--- config.mk ---
export PLATFORM = sky130hd
export DESIGN_NAME = lambda_mem_ctrl_flat
export DESIGN_NICKNAME = d
export VERILOG_FILES = /design/src/rtl/lambda_pkg.sv /design/src/rtl/lambda_mem_ctrl_if.sv /design/src/rtl/lambda_skid.sv /design/src/rtl/lambda_mem_ctrl.sv /design/src/flat_wrapper.sv
export SDC_FILE = /design/constraint.sdc
export NUM_CORES = 1
export LEC_CHECK = 0
export ABC_AREA = 1
export BUFFER_PORTS_ARGS = -buffer_cell sky130_fd_sc_hd__clkbuf_2
export CAP_MARGIN = 20
export CORE_MARGIN = 5
export CORE_UTILIZATION = 53
export DETAILED_ROUTE_END_ITERATION = 10
export PLACE_DENSITY = 0.8
export SKIP_LAST_GASP = 1
export SYNTH_ARGS = -nofsm -noshare
export SYNTH_HDL_FRONTEND = slang
export SYNTH_SLANG_ARGS = --single-unit
--- constraint.sdc ---
create_clock -name clk -period 4.6 [get_ports clk]
set_clock_uncertainty 0.15 [all_clocks]
set_input_delay 0.92 -clock clk [delete_from_list [all_inputs] [get_ports clk]]
set_output_delay 0.92 -clock clk [all_outputs]
set_load 0.005 [all_outputs]
--- src/rtl/lambda_pkg.sv ---
// Shared definitions for the lambda memory controller.
// FSM encoding and SRAM address width.
package lambda_pkg;

    localparam int ADDR_W = 20;

    typedef enum logic [1:0] {
        IDLE = 2'd0,
        LOAD = 2'd1,
        READ = 2'd2,
        DONE = 2'd3
    } state_t;

endpackage

--- src/rtl/lambda_mem_ctrl_if.sv ---
// LLR in-stream, lambda out-stream and SRAM port of the controller.
// master = controller side, slave = environment side.
interface lambda_mem_ctrl_if
    import lambda_pkg::*;
#(
    parameter int WIDTH = 8
);
    logic              i_llr_valid;
    logic [WIDTH-1:0]  i_llr_data;
    logic              o_llr_ready;

    logic              o_lambda_valid;
    logic [WIDTH-1:0]  o_lambda_data;
    logic              o_lambda_last;
    logic              i_lambda_ready;

    logic              o_sram_wen;
    logic [ADDR_W-1:0] o_sram_waddr;
    logic [ADDR_W-1:0] o_sram_raddr;
    logic [WIDTH-1:0]  o_sram_wdata;
    logic [WIDTH-1:0]  i_sram_rdata;

    modport master (
        input  i_llr_valid, i_llr_data, i_lambda_ready, i_sram_rdata,
        output o_llr_ready, o_lambda_valid, o_lambda_data, o_lambda_last,
        output o_sram_wen, o_sram_waddr, o_sram_raddr, o_sram_wdata
    );

    modport slave (
        output i_llr_valid, i_llr_data, i_lambda_ready, i_sram_rdata,
        input  o_llr_ready, o_lambda_valid, o_lambda_data, o_lambda_last,
        input  o_sram_wen, o_sram_waddr, o_sram_raddr, o_sram_wdata
    );

endinterface

--- src/rtl/lambda_skid.sv ---
// Two-entry skid buffer holding SRAM read data plus its last flag.
// Entry e0 is always the head.
module lambda_skid #(
    parameter int WIDTH = 8
) (
    input  logic             clk,
    input  logic             rst,
    input  logic             push,
    input  logic [WIDTH-1:0] push_data,
    input  logic             push_last,
    input  logic             pop,
    output logic [WIDTH-1:0] head_data,
    output logic             head_last,
    output logic [1:0]       count
);
    logic [WIDTH:0] e0;
    logic [WIDTH:0] e1;
    logic [WIDTH:0] din;

    assign din       = {push_last, push_data};
    assign head_data = e0[WIDTH-1:0];
    assign head_last = e0[WIDTH];

    always_ff @(posedge clk) begin
        if (rst) begin
            e0    <= '0;
            e1    <= '0;
            count <= '0;
        end else begin
            unique case ({push, pop})
                2'b10: begin
                    if (count == 2'd0) e0 <= din;
                    else               e1 <= din;
                    count <= count + 2'd1;
                end
                2'b01: begin
                    e0    <= e1;
                    count <= count - 2'd1;
                end
                2'b11: begin
                    if (count == 2'd1) begin
                        e0 <= din;
                    end else begin
                        e0 <= e1;
                        e1 <= din;
                    end
                end
                default: ;
            endcase
        end
    end

endmodule

--- src/rtl/lambda_mem_ctrl.sv ---
// Lambda (LLR) memory controller: loads one frame into SRAM, then
// streams it back LOOP_MAX times through a 2-entry skid buffer.
module lambda_mem_ctrl
    import lambda_pkg::*;
#(
    parameter int WIDTH      = 8,
    parameter int ROW_NUMBER = 512,
    parameter int LOOP_MAX   = 4
) (
    input  logic             clk,
    input  logic             rst,
    input  logic             i_load_start,
    input  logic             i_read_start,
    lambda_mem_ctrl_if.master bus,
    output logic             o_busy,
    output logic             o_done
);
    localparam int AW = (ROW_NUMBER > 1) ? $clog2(ROW_NUMBER) : 1;
    localparam int PW = $clog2(LOOP_MAX + 1);
    localparam logic [AW-1:0] LAST_ROW  = AW'(ROW_NUMBER - 1);
    localparam logic [PW-1:0] PASSES    = PW'(LOOP_MAX);
    localparam logic [PW-1:0] LAST_PASS = PW'(LOOP_MAX - 1);

    state_t          state;
    state_t          state_nxt;
    logic [AW-1:0]   wcnt;
    logic [AW-1:0]   rcnt;
    logic [AW-1:0]   raddr_q;
    logic [PW-1:0]   ipass;
    logic [PW-1:0]   opass;
    logic            inflight;
    logic            inflight_last;
    logic            wr_fire;
    logic            rd_issue;
    logic            lam_valid;
    logic            pop;
    logic [2:0]      occ;
    logic [1:0]      sk_count;
    logic [WIDTH-1:0] sk_data;
    logic            sk_last;

    assign wr_fire   = (state == LOAD) && bus.i_llr_valid;
    assign lam_valid = (sk_count != 2'd0);
    assign pop       = lam_valid && bus.i_lambda_ready;

    // Crediting this cycle's pop keeps one word per cycle in steady state.
    assign occ      = {1'b0, sk_count} + {2'b0, inflight} - {2'b0, pop};
    assign rd_issue = (state == READ) && (ipass != PASSES)
                   && (sk_count != 2'd2) && (occ < 3'd2);

    always_ff @(posedge clk) begin
        if (rst) state <= IDLE;
        else     state <= state_nxt;
    end

    always_comb begin
        state_nxt = state;
        unique case (state)
            IDLE: begin
                if (i_load_start)      state_nxt = LOAD;
                else if (i_read_start) state_nxt = READ;
            end
            LOAD: if (wr_fire && wcnt == LAST_ROW) state_nxt = IDLE;
            READ: if (pop && sk_last && opass == LAST_PASS) state_nxt = DONE;
            DONE: state_nxt = IDLE;
            default: state_nxt = IDLE;
        endcase
    end

    always_ff @(posedge clk) begin
        if (rst) begin
            wcnt          <= '0;
            rcnt          <= '0;
            raddr_q       <= '0;
            ipass         <= '0;
            opass         <= '0;
            inflight      <= 1'b0;
            inflight_last <= 1'b0;
        end else begin
            inflight      <= rd_issue;
            inflight_last <= rd_issue && (rcnt == LAST_ROW);
            if (wr_fire) wcnt <= (wcnt == LAST_ROW) ? '0 : wcnt + 1'b1;
            if (rd_issue) begin
                raddr_q <= rcnt;
                if (rcnt == LAST_ROW) begin
                    rcnt  <= '0;
                    ipass <= ipass + 1'b1;
                end else begin
                    rcnt <= rcnt + 1'b1;
                end
            end
            if (pop && sk_last) opass <= opass + 1'b1;
            if (state == IDLE) begin
                rcnt  <= '0;
                ipass <= '0;
                opass <= '0;
            end
        end
    end

    lambda_skid #(.WIDTH(WIDTH)) u_skid (
        .clk       (clk),
        .rst       (rst),
        .push      (inflight),
        .push_data (bus.i_sram_rdata),
        .push_last (inflight_last),
        .pop       (pop),
        .head_data (sk_data),
        .head_last (sk_last),
        .count     (sk_count)
    );

    always_comb begin
        bus.o_llr_ready    = (state == LOAD);
        bus.o_sram_wen     = wr_fire;
        bus.o_sram_waddr   = wr_fire ? ADDR_W'(wcnt) : '0;
        bus.o_sram_wdata   = wr_fire ? bus.i_llr_data : '0;
        bus.o_sram_raddr   = ADDR_W'(rd_issue ? rcnt : raddr_q);
        bus.o_lambda_valid = lam_valid;
        bus.o_lambda_data  = lam_valid ? sk_data : '0;
        bus.o_lambda_last  = lam_valid && sk_last;
        o_busy             = (state != IDLE);
        o_done             = (state == DONE);
    end

endmodule

--- src/flat_wrapper.sv ---
// flat-port wrapper written by rule: the top's interface ports become plain ports
module lambda_mem_ctrl_flat import lambda_pkg::*;
#(
    parameter int WIDTH      = 8,
    parameter int ROW_NUMBER = 512,
    parameter int LOOP_MAX   = 4
)
  (clk, rst, i_load_start, i_read_start, o_busy, o_done, bus_i_llr_valid, bus_i_llr_data, bus_i_lambda_ready, bus_i_sram_rdata, bus_o_llr_ready, bus_o_lambda_valid, bus_o_lambda_data, bus_o_lambda_last, bus_o_sram_wen, bus_o_sram_waddr, bus_o_sram_raddr, bus_o_sram_wdata);
  lambda_mem_ctrl_if #(.WIDTH(WIDTH)) bus_i ();
  input  logic clk;
  input  logic rst;
  input  logic i_load_start;
  input  logic i_read_start;
  output logic o_busy;
  output logic o_done;
  input wire logic [$bits(bus_i.i_llr_valid)-1:0] bus_i_llr_valid;
  input wire logic [$bits(bus_i.i_llr_data)-1:0] bus_i_llr_data;
  input wire logic [$bits(bus_i.i_lambda_ready)-1:0] bus_i_lambda_ready;
  input wire logic [$bits(bus_i.i_sram_rdata)-1:0] bus_i_sram_rdata;
  output wire logic [$bits(bus_i.o_llr_ready)-1:0] bus_o_llr_ready;
  output wire logic [$bits(bus_i.o_lambda_valid)-1:0] bus_o_lambda_valid;
  output wire logic [$bits(bus_i.o_lambda_data)-1:0] bus_o_lambda_data;
  output wire logic [$bits(bus_i.o_lambda_last)-1:0] bus_o_lambda_last;
  output wire logic [$bits(bus_i.o_sram_wen)-1:0] bus_o_sram_wen;
  output wire logic [$bits(bus_i.o_sram_waddr)-1:0] bus_o_sram_waddr;
  output wire logic [$bits(bus_i.o_sram_raddr)-1:0] bus_o_sram_raddr;
  output wire logic [$bits(bus_i.o_sram_wdata)-1:0] bus_o_sram_wdata;
  assign bus_i.i_llr_valid = bus_i_llr_valid;
  assign bus_i.i_llr_data = bus_i_llr_data;
  assign bus_i.i_lambda_ready = bus_i_lambda_ready;
  assign bus_i.i_sram_rdata = bus_i_sram_rdata;
  assign bus_o_llr_ready = bus_i.o_llr_ready;
  assign bus_o_lambda_valid = bus_i.o_lambda_valid;
  assign bus_o_lambda_data = bus_i.o_lambda_data;
  assign bus_o_lambda_last = bus_i.o_lambda_last;
  assign bus_o_sram_wen = bus_i.o_sram_wen;
  assign bus_o_sram_waddr = bus_i.o_sram_waddr;
  assign bus_o_sram_raddr = bus_i.o_sram_raddr;
  assign bus_o_sram_wdata = bus_i.o_sram_wdata;
  lambda_mem_ctrl #(.WIDTH(WIDTH), .ROW_NUMBER(ROW_NUMBER), .LOOP_MAX(LOOP_MAX)) u_core (.clk(clk), .rst(rst), .i_load_start(i_load_start), .i_read_start(i_read_start), .bus(bus_i), .o_busy(o_busy), .o_done(o_done));
endmodule
==> results of run 1 <==
## logic make-up (layout without fill, tap and decap cells)
group	Yosys count	count (layout)	synth area share, %
compound gates	62	62	11.4
xor+xnor	6	6	1.67
other cells	1	22	0.119
fa+ha+maj	16	16	6.61
buf+inv	113	158	16.8
flops	57	57	36.3
simple gates	194	194	27.1
## worst max-delay path, stage by stage (launching register included)
cell,delay (ns)
dfxtp_1,0.35
inv_1,0.16
ha_4,0.22
inv_1,0.09
nand2_1,0.12
inv_1,0.10
ha_1,0.35
nor2_1,0.11
inv_1,0.07
fa_1,0.52
nand3_1,0.18
nor2_8,0.17
buf_6,0.18
nand2_1,0.10
nand2_1,0.08
clkbuf_2,0.10
## power breakdown
part / leakage (nW) / internal, mW / switching [mW] / total (mW)
Combinational: 1.19 / 0.232 / 0.403 / 0.635
Clock: 0.0953 / 0.263 / 0.201 / 0.464
Sequential: 0.462 / 0.574 / 0.0485 / 0.622
## through the flow
step                      util [%]  instance area, µm²  hold slack, ns  setup WS [ns]  instances
after global placement        58.1                3400           0.296          0.418        574
after detailed placement      58.1                3400           0.304          0.318        574
after CTS                     61.5                3600           0.314         0.0860        590
after global routing          61.8                3620           0.347         0.0387        590
after floorplan                  -                3220           0.283          0.694        470
final                         61.8                3620           0.309          0.284        590
## area by class of cell
cell class	instances	area (µm²)
clock buffers	11	141
clock inverters	5	55.1
fillers	544	2230
inverters	80	303
multi-input cells	300	1570
flip-flops and latches	57	1140
well taps	75	93.8
repair buffers	62	317
## per-layer routing
| metal | vias up | global-route usage (%) |
|---|---|---|
| met5 | - | 0 |
| met4 | 0 | 8.50 |
| met3 | 13 | 3.78 |
| met2 | 90 | 30.2 |
| met1 | 1266 | 22.0 |
| li1 | 1469 | - |
## layout by cell type, fill, tap and decap left out, types with 2 or more instances in the layout
cell type   Yosys  final
nand3_2         2      2
o21ai_1         2      2
nand2_1        66     66
inv_2           5      4
xor2_1          4      4
a21oi_1        23     23
nor2_2          7      7
xnor2_1         2      2
nand3_1        31     31
clkbuf_8        0     10
o211ai_1        9      9
dfxtp_1        57     57
o21ai_2         6      6
conb_1          1     22
nand2_2         6      6
clkinv_2        0      2
inv_1          74     74
nor2_1         72     72
clkbuf_2        0     61
nor3_1          5      5
o21ai_0        20     20
ha_1           15     14
clkinvlp_4      0      2
## worst paths after layout
kind	start	to	slack, ns	cells past startpoint
setup / recovery	u_core.u_skid.count[1]$_SDFFE_PP0N_	bus_o_sram_raddr[0]	0.28	15
hold / removal	u_core.opass[2]$_SDFFE_PP0N_	u_core.opass[2]$_SDFFE_PP0N_	0.31	2
setup reg to reg	u_core.u_skid.count[1]$_SDFFE_PP0N_	u_core.ipass[1]$_SDFFE_PP0P_	1.33	15
hold reg to reg	u_core.opass[2]$_SDFFE_PP0N_	u_core.opass[2]$_SDFFE_PP0N_	0.31	2
## registers in the layout, summed over array words and instances (netlist names), 3 cells and up
| register | flops |
|---|---|
| u_core.ipass | 3 |
| u_core.u_skid.e1 | 9 |
| u_core.u_skid.e0 | 9 |
| u_core.wcnt | 9 |
| u_core.opass | 3 |
| u_core.raddr_q | 9 |
| u_core.rcnt | 9 |
## timing repair
item,4_1_cts,5_1_grt
resized for setup,1,4
endpoints found under the setup margin,9,9
setup buffers,0,0
==> impl_results.md, run 1 <==
* CP required at 3.53 ns
* # setup viols final at 0
* Synth Register Bits at 57
* Max-slew violation count at 0
* Avg Cell Area, Syn at approximately 7 µm²
* ANT cells at 0
* Hold Crit Class: reg2reg
* Dominant synthesized flop cell: dfxtp_1
* Die Height at ~87 µm
* Sequential element share of the synthesized area at 36.3%
* Detail Placement HPWL at 4950 µm
* Cell area after synthesis at 3140 µm²
* Peak supply drop at 0.000247 V
* Power Density at ~480 nW/µm²
* Vias in the first global route at ~2.5k
* Layout Nets at around 550
* Via density at slightly below 5
* RSZ-0062 raised after global routing: false
* Layout cell share with drive strength beyond 1 at 20.6%
* Cell taking the most area after synthesis: dfxtp_1
* Top achievable clock speed at 232 MHz
* Yosys cell types at 33
* CTS tree: built
* Arrival @ worst endpoint at 3.25 ns
* EDFF count, synth at 0
* Initial core utilization at 53.7%
* Layout area overhead at 15.0%
* Slew headroom at 50.7%
* Largest net degree at the start of global routing at 26
* Cells after Synth at 449
* Max-cap violations at 0
* DRT Pass-1 Iters at 4
* I/O Pins at 84
* Crit Path Max Fanout at 18
* Met2 Wirelength at about 3200 µm
* Gr ovfl total at 0
* Crit path time final at 4.32 ns
* TritonCTS Buffers at 9
* Chip width at 87.0 µm
* Synth Warn # at 0
* Status: finished, final reports clean
* First-pass GRT wire length at 10900 µm
* Ranking of synthesized cells by area: dfxtp_1 36%, inv_1 8.8%, nor2_1 8.6%
* Worst-Margin Slew at 0.739 ns
* WL/cell at between 10 and 15 µm
* DRT Wirelength at around 6600 µm
* RD Place Congestion at 0.832
* Post-synthesis async set-or-reset flop share at 0%
* Top-area cell type share of the netlist area at 36.3%
* Clock Tree Buf Depth at 2
* Initial antenna violation count at 0
* Most common cell in the netlist: inv_1
* Crit path kind: reg2out
* Initial drt markers at 121
* Row count at 28
* Final TNS setup at 0 ns
* Hold Violations, Final at 0
* Post-synth top cells: 74 x inv_1, 72 x nor2_1, 66 x nand2_1, 57 x dfxtp_1, 31 x nand3_1
* H-Tree Depth at 3
* Area of the core at just under 6000 µm²
* Die footprint at 7570 µm²
* Leak at approximately 1.8 nW
* Clock root cell: clkbuf_8
* DR WL met3 at 467 µm
* Hold-fix buffers, CTS at 0
* CP Capture Type: primary output
* All-layer global routing usage at roughly 18%
* IO Port Bufs at 61
* Residual DRC at 0
* Worst-skew pair later-pin latency at 0.33 ns
* Final ANT Viol Nets at 0
* Metal-1 WL at ~2900 µm
* Highest routed layer: met4
* Fin crit share at 93.8%
* Vias at 2838
* CTS Sinks at 57
* CP startpoint kind: flop
* Power, Total at approximately 1.7 mW
* CTS clk-pin slew, worst paths at roughly 0.07 ns
Note: power is estimated with default switching activity, not from simulation.
==> inputs of run 2 (changes only) <==
CAP_MARGIN = unset   (was 20)
CTS_BUF_LIST = sky130_fd_sc_hd__clkbuf_16   (was unset)
==> run 2 against run 1 <==
Net effect:
- clock-buffer cell count shrank 2
- clock power up 38%
- utilization up 1.5 points
- highest routed layer unchanged
- hold slack got worse by 0.0021 ns
- power up 9.8%
- combinational power is 1% lower
- critical path type unchanged
==> impl_results.md, run 2 (synthesized netlist as in run 1, its figures left out) <==
* Status: finished, final reports clean
* CP startpoint kind: flop
* Pre-CTS worst setup slack at 0.318 ns
* DRT Wirelength at 6730 µm
* Post-route cell area at 3700 µm²
* Int Power at 1.22 mW
* Clock power share at 33.9%
* Die footprint at 7570 µm²
* Multi-input logic area at 1570 µm²
* Max-cap violations at 0
* Vias in the first global route at around 2.5k
* CTS Sinks at 57
* Crit path time final at 4.33 ns
* RD Place Congestion at 0.832
* Combinational power share at 33.1%
* Residual DRC at 0
* Net Switching at a little under 700 µW
* CTS clk-pin slew, worst paths at roughly 0.05 ns
* Leak at about 1.8 nW
* Crit path kind: reg2out
* Worst-skew pair later-pin latency at 0.32 ns
* Power Density at just over 500 nW/µm²
* Hold Violations, Final at 0
* Post CTS Setup Buffer Count at 0
* IO Port Bufs at 61
* Clock Tree Buf Depth at 2
* Row count at 28
* Area of the core at 5850 µm²
* DRT Pass-1 Iters at 4
* Via density at slightly below 5
* Fin crit share at 94.1%
* Arrival @ worst endpoint at around 3.3 ns
* Worst-Margin Slew at around 0.74 ns
* ANT cells at 0
* Final ANT Viol Nets at 0
* Layout cell share with drive strength beyond 1 at roughly a fifth
* Slew headroom at 50.7%
* CP Capture Type: primary output
* Peak supply drop at roughly 0.00038 V
* Power, Total at 1.89 mW
* All-layer global routing usage at around 18%
* Final worst slack at 0.270 ns
* First-pass GRT wire length at between 10000 and 15000 µm
* Cell Area, Placed at 3400 µm²
* Vias at approximately 2.8k
* Most common cell after layout, fill and taps aside: inv_1
* Hold Crit Class: reg2reg
* Die Height at just under 90 µm
* Detail Placement HPWL at 4950 µm
* Final TNS setup at 0 ns
* H-Tree Depth at 3
* Most frequent cells in the layout: 75 x inv_1, 72 x nor2_1, 66 x nand2_1, 61 x clkbuf_2, 57 x dfxtp_1
* Chip width at a little under 90 µm
* RSZ-0062 raised after global routing: false
* Placed insts at around 570
* Initial antenna violation count at 0
* Non-Filler Instances at 590
* Crit Path Max Fanout at 18
* Clock root cell: clkbuf_16
* Initial core utilization at ~54%
* I/O Pins at 84
* CTS tree: built
* Gr ovfl total at 0
* Register Area at between 1000 and 1500 µm²
* WL/cell at 11.4 µm
* Fillers at 528
* # setup viols final at 0
* Top achievable clock speed at 231 MHz
* TritonCTS Buffers at 9
* Layout Nets at 548
* CP required at between 3 and 4 ns
* Layout area overhead at 17.8%
* Max-slew violation count at 0
* Initial drt markers at 110
* Sw Share at 35.7%
* Seq pwr share at 33.0%
* Largest net degree at the start of global routing at 26
==> run 2: path summary, 6_finish.rpt <==
check | from | to | slack (ns) | cells past startpoint
hold / removal | u_core.opass[2]$_SDFFE_PP0N_ | u_core.opass[2]$_SDFFE_PP0N_ | 0.31 | 2
setup / recovery | u_core.u_skid.count[1]$_SDFFE_PP0N_ | bus_o_sram_raddr[0] | 0.27 | 15
setup reg to reg | u_core.u_skid.count[1]$_SDFFE_PP0N_ | u_core.ipass[1]$_SDFFE_PP0P_ | 1.30 | 15
hold reg to reg | u_core.opass[2]$_SDFFE_PP0N_ | u_core.opass[2]$_SDFFE_PP0N_ | 0.31 | 2
==> run 2: power by group through the flow <==
stage | Sequential, mW | Combinational, mW | Clock [mW]
after global routing | 0.632 | 0.714 | 0.672
after detailed placement | 0.632 | 0.611 | 0
after global placement | 0.629 | 0.591 | 0
final | 0.623 | 0.626 | 0.640
after CTS | 0.622 | 0.616 | 0.648
after floorplan | 0.620 | 0.483 | 0
==> run 2: cell type report <==
cell class                 count  area share (%)
timing repair buffer          62            8.45
clock buffer                   9            6.08
multi-input combinational    300            42.3
tap                           75            2.53
clock inverter                 7            1.69
sequential                    57            30.8
inverter                      80            8.18
==> run 2: repair_timing <==
action | 4_1_cts | 5_1_grt
hold buffers | 0 | 0
gates resized for setup | 0 | 4
endpoints found under the setup margin | 0 | 9
==> run 2: through the flow <==
stage / hold WS [ns] / util, %
2_1_floorplan: 0.283 / -
3_3_place_gp: 0.296 / 58.1
3_5_place_dp: 0.304 / 58.1
4_1_cts: 0.312 / 63.0
5_1_grt: 0.344 / 63.3
6_report: 0.307 / 63.3
==> run 2: per-layer routing <==
| layer | track usage (%) | vias to the layer above | part of all wire (%) |
|---|---|---|---|
| li1 | - | 1468 | - |
| met2 | 30.8 | 68 | 48 |
| met5 | 0 | - | 0 |
| met1 | 21.9 | 1284 | 43 |
| met3 | 3.78 | 15 | 6.0 |
| met4 | 9.35 | 0 | 2.5 |
==> run 2: worst max-delay path, cell delays in order, from the launching register on <==
cell      delay (ns)
dfxtp_1         0.34
inv_1           0.16
ha_4            0.22
inv_1           0.09
nand2_1         0.12
inv_1           0.09
ha_1            0.34
nor2_1          0.11
inv_1           0.07
fa_1            0.52
nand3_1         0.18
nor2_8          0.16
buf_4           0.23
nand2_1         0.11
nand2_1         0.08
clkbuf_2        0.10
